$ cat config.mk
export PLATFORM = sky130hd
export DESIGN_NAME = pwm_capture
export DESIGN_NICKNAME = d
export VERILOG_FILES = /design/src/rtl/pwm_capture.sv
export SDC_FILE = /design/constraint.sdc
export NUM_CORES = 1
export LEC_CHECK = 0
export CAP_MARGIN = 20
export CORE_MARGIN = 1
export CORE_UTILIZATION = 33
export DETAILED_ROUTE_END_ITERATION = 8
export DONT_BUFFER_PORTS = 1
export RECOVER_POWER = 100
export SKIP_CTS_REPAIR_TIMING = 1
export SYNTH_ARGS = -nofsm -noshare
export SYNTH_HDL_FRONTEND = slang
export SYNTH_SLANG_ARGS = --single-unit
$ cat constraint.sdc
create_clock -name clk -period 1.65 [get_ports clk]
set_input_delay 0.33 -clock clk [delete_from_list [all_inputs] [get_ports clk]]
set_output_delay 0.33 -clock clk [all_outputs]
set_load 0.02 [all_outputs]
$ cat src/rtl/pwm_capture.sv
// rtl/pwm_capture.sv - recovers an 8-bit duty sample from a fixed-period PWM waveform
module pwm_capture #(
  parameter int PERIOD      = 255,
  parameter int SYNC_STAGES = 2
) (
  input  logic       clk,
  input  logic       rst,
  input  logic       pwm_in,
  output logic [7:0] sample,
  output logic       sample_valid,
  output logic       locked,
  output logic       period_err
);

  typedef enum logic [1:0] {ACQUIRE, TRACK, STUCK} state_t;

  localparam logic [8:0] PERIOD_CNT = 9'(PERIOD);

  logic [SYNC_STAGES-1:0] sync_q;
  logic                   pwm_s;
  logic                   pwm_d;
  logic                   rise;
  logic                   chg;
  logic                   run_done;
  logic [8:0]             per_cnt;
  logic [8:0]             run_cnt;
  logic [7:0]             hi_cnt;
  state_t                 state;

  assign pwm_s    = sync_q[SYNC_STAGES-1];
  assign rise     = pwm_s & ~pwm_d;
  assign chg      = pwm_s ^ pwm_d;
  assign run_done = ~chg & (run_cnt == PERIOD_CNT);

  always_ff @(posedge clk or posedge rst) begin
    if (rst) begin
      sync_q <= '0;
      pwm_d  <= 1'b0;
    end else begin
      sync_q <= {sync_q[SYNC_STAGES-2:0], pwm_in};
      pwm_d  <= pwm_s;
    end
  end

  // Counters restart on the edge that ends a measurement, so on a rise cycle they still hold the last period
  always_ff @(posedge clk or posedge rst) begin
    if (rst) begin
      per_cnt <= '0;
      hi_cnt  <= '0;
      run_cnt <= '0;
    end else begin
      if (rise)
        per_cnt <= 9'd1;
      else if (per_cnt != 9'd511)
        per_cnt <= per_cnt + 9'd1;

      if (rise)
        hi_cnt <= 8'd1;
      else if (pwm_s && hi_cnt != 8'd255)
        hi_cnt <= hi_cnt + 8'd1;

      if (chg || run_done)
        run_cnt <= 9'd1;
      else
        run_cnt <= run_cnt + 9'd1;
    end
  end

  always_ff @(posedge clk or posedge rst) begin
    if (rst) begin
      state        <= ACQUIRE;
      sample       <= '0;
      sample_valid <= 1'b0;
      locked       <= 1'b0;
      period_err   <= 1'b0;
    end else begin
      sample_valid <= 1'b0;
      period_err   <= 1'b0;
      if (rise) begin
        if (state == TRACK) begin
          if (per_cnt == PERIOD_CNT) begin
            sample       <= hi_cnt;
            sample_valid <= 1'b1;
            locked       <= 1'b1;
          end else begin
            period_err <= 1'b1;
            locked     <= 1'b0;
          end
        end else if (state == STUCK) begin
          locked <= 1'b0;
        end
        state <= TRACK;
      end else if (run_done) begin
        // A full period without any edge means duty 0 or full scale
        sample       <= {8{pwm_s}};
        sample_valid <= 1'b1;
        locked       <= 1'b1;
        state        <= STUCK;
      end
    end
  end

endmodule

==> results.toml <==
[status]
status = "complete, but fails checks"
violations = "negative setup slack"

[yosys]
synth.net_count = 198
synth_cells = 188
ys_ff_latch = 42
synth-main-ff-cell = "dfrtp_1"
syn_avg_cell_area_um2 = 10.30
yosys.cell_types.count = 36
async_flop_share_pct = 100.0
synth.cell_area_um2 = 1936
synth_edf_count = 0
yosysSeqAreaShare_pct = 54.30
yosys_warnings = 0

[flow_run]
maxCapViolCount = 0

[global_routing]
grt_use_total_pct = 12.56
grt_pass1_vias = 1294
grt_pass1_wl_mm = 5.947
grt_remaining_overflow = 0
antenna_found_initial = 0
grt_max_degree = 43

[layout]
final_area_um2 = 2354
final_nets = 222
synthToLayoutAreaGrowth_pct = 21.59
instances_no_fill = 285
drive_above_1_share_pct = 22.54
num_antenna_cells = 0

[setup_path]
critPathKind = "reg2reg"
cp-start-kind = "flop"
worst_ep_arrival_time_ns = 1.96
crit_required_ns = 1.88
cp-end-kind = "flop"
crit_fanout = 5

[power_and_ir_drop]
power.internal_mw = 1.665
vdd_drop_max_v = 0.0003763
pwr-share-clk_pct = 28.7
power_leakage_nw = 1.057
sequentialPowerShare_pct = 51.5
netSwitchingPower_mw = 0.6939
combPwrFrac_pct = 19.8
pwr_density_cell_nw_per_um2 = 1002
switching_share_pct = 29.41

[route]
drc = 0
dr.pass1.iters = 4
wl_per_cell_um = 11.94
viasPerCell = 4.705
drt_iter0_markers = 96
route.vias.total = 1341
ant_nets = 0
wl_mm = 3.402

[cts]
clkSinkCount = 42
cts_buffers = 5
htreeDepth = 2
clock_latency_ns = 0.30
clockBufferDepth = 2
tritoncts = "yes"
cts_root_buf = "clkbuf_8"
path_clk_slew_ns = 0.09

[floorplan]
core_region_area_um2 = 5574
die_width_um = 78.59
ios = 14
rows = 27
initial_core_util_pct = 34.73
dieArea_um2 = 6176
die_h_um = 78.59

[timing]
max_clock_freq_ghz = 0.5778
rsz0062_at_grt = "yes"
worstMarginPinSlew_ns = 1.039
finalHoldViolCount = 0
slew-limit-headroom_pct = 30.73
setup_ws_ns = -0.08080
skew_ns = 0.01280
final_max_slew_viol_count = 0
setup_viol = 11
min_period_ns = 1.731
final.period_utilization_pct = 104.9

[place]
place.gp.congestion = 0.7504
place_area_um2 = 2205
dpl.hpwl_mm = 2.298
placed_cells = 273
io_buffers = 0

[hold_path]
hp-class = "in2reg"
critical path: stages (launching register included):
cell and delay (ns):
dfrtp_1 0.40, ha_2 0.19, nand3_2 0.08, nor2_4 0.05, ha_1 0.24, nand4b_4 0.22
or3_4 0.39, a21oi_2 0.11
cell families (layout without fill, tap and decap cells):
kind of cell / after synthesis / count (layout) / share of synthesized area, %
xor gates and xnor gates: 12 / 12 / 5.430
DFF: 42 / 42 / 54.30
buffers and inverters: 13 / 38 / 2.909
and+or+nand+nor: 72 / 72 / 19.52
adders and majority gates: 7 / 7 / 4.525
muxes: 4 / 4 / 2.069
AOI/OAI and AO/OA: 38 / 38 / 11.25
path summary, 6_finish.rpt:
path / cells past startpoint / from / endpoint / slack (ns)
worst max-delay path: 7 / per_cnt[1] / per_cnt[7] / -0.08
worst min-delay path: 0 / pwm_in / sync_q[0] / 0.06
worst max register to register: 7 / per_cnt[1] / per_cnt[7] / -0.08
worst min register to register: 0 / sync_q[0] / sync_q[1] / 0.38
max in group asynchronous: 3 / rst / per_cnt[0] / 0.22
min in group asynchronous: 3 / rst / hi_cnt[3] / 0.80
sequential cells by signal, summed over array words and instances (netlist names):
register      count
per_cnt           9
locked            1
run_cnt           9
hi_cnt            8
period_err        1
pwm_d             1
state             2
sync_q            2
sample_valid      1
sample            8
layout make-up:
cell class	instances	area [um2]
sequential	42	1051
clock inverter	3	23.77
multi-input combinational	133	910.9
fill	545	3221
inverter	6	22.52
tap	72	90.09
clock buffer	5	68.82
timing repair buffer	24	186.4
cells in the mapped netlist, types with 5 or more instances:
cell type	instances	share of area, %
nor2_1	32	6.2
dfrtp_1	42	54
a21oi_1	25	6.5
inv_1	6	1.2
nand3_1	8	2.1
xor2_1	7	3.2
ha_1	7	4.5
o21ai_0	5	1.3
nand2_1	6	1.2
xnor2_1	5	2.3
cells in the final DEF (no fill, tap or decap), types with 5 or more instances in the layout:
master / Yosys / layout
clkbuf_8: 0 / 5
inv_1: 6 / 5
xor2_1: 7 / 7
nand3_1: 8 / 7
xnor2_1: 5 / 5
buf_4: 1 / 19
dfrtp_1: 42 / 42
o21ai_0: 5 / 5
a21oi_1: 25 / 21
nor2_1: 32 / 30
power by group through the flow:
stage	Clock [mW]	Sequential (mW)	Combinational, mW
6_report	0.677	1.21	0.468
5_1_grt	0.758	1.23	0.534
4_1_cts	0.712	1.21	0.449
3_5_place_dp	0	1.23	0.444
3_3_place_gp	0	1.23	0.437
2_1_floorplan	0	1.25	0.252
per-layer routing:
metal / vias to the layer above / part of all wire [%] / track usage [%]
met2: 17 / 44 / 18.87
met5: - / 0 / 0
met3: 7 / 2.5 / 2.791
met4: 0 / 2.4 / 7.222
met1: 624 / 51 / 16.49
li1: 693 / - / -
per-stage QoR:
| step | total power, mW | util (%) | setup WS (ns) | TNS [ns] | hold WS, ns |
|---|---|---|---|---|---|
| finish | 2.359 | 42.22 | -0.08080 | -0.2942 | 0.05752 |
| CTS | 2.374 | 41.21 | -0.07795 | -0.8508 | -0.05939 |
| global route | 2.526 | 42.22 | -0.1555 | -2.446 | 0.03783 |
| floorplan | 1.500 | - | -0.08673 | -0.5379 | 0.3312 |
| global placement | 1.672 | 39.55 | -0.02191 | -0.06525 | 0.2726 |
| detailed placement | 1.675 | 39.55 | -0.05397 | -0.3896 | 0.2722 |
No activity file was read; power rests on OpenSTA's default activity.
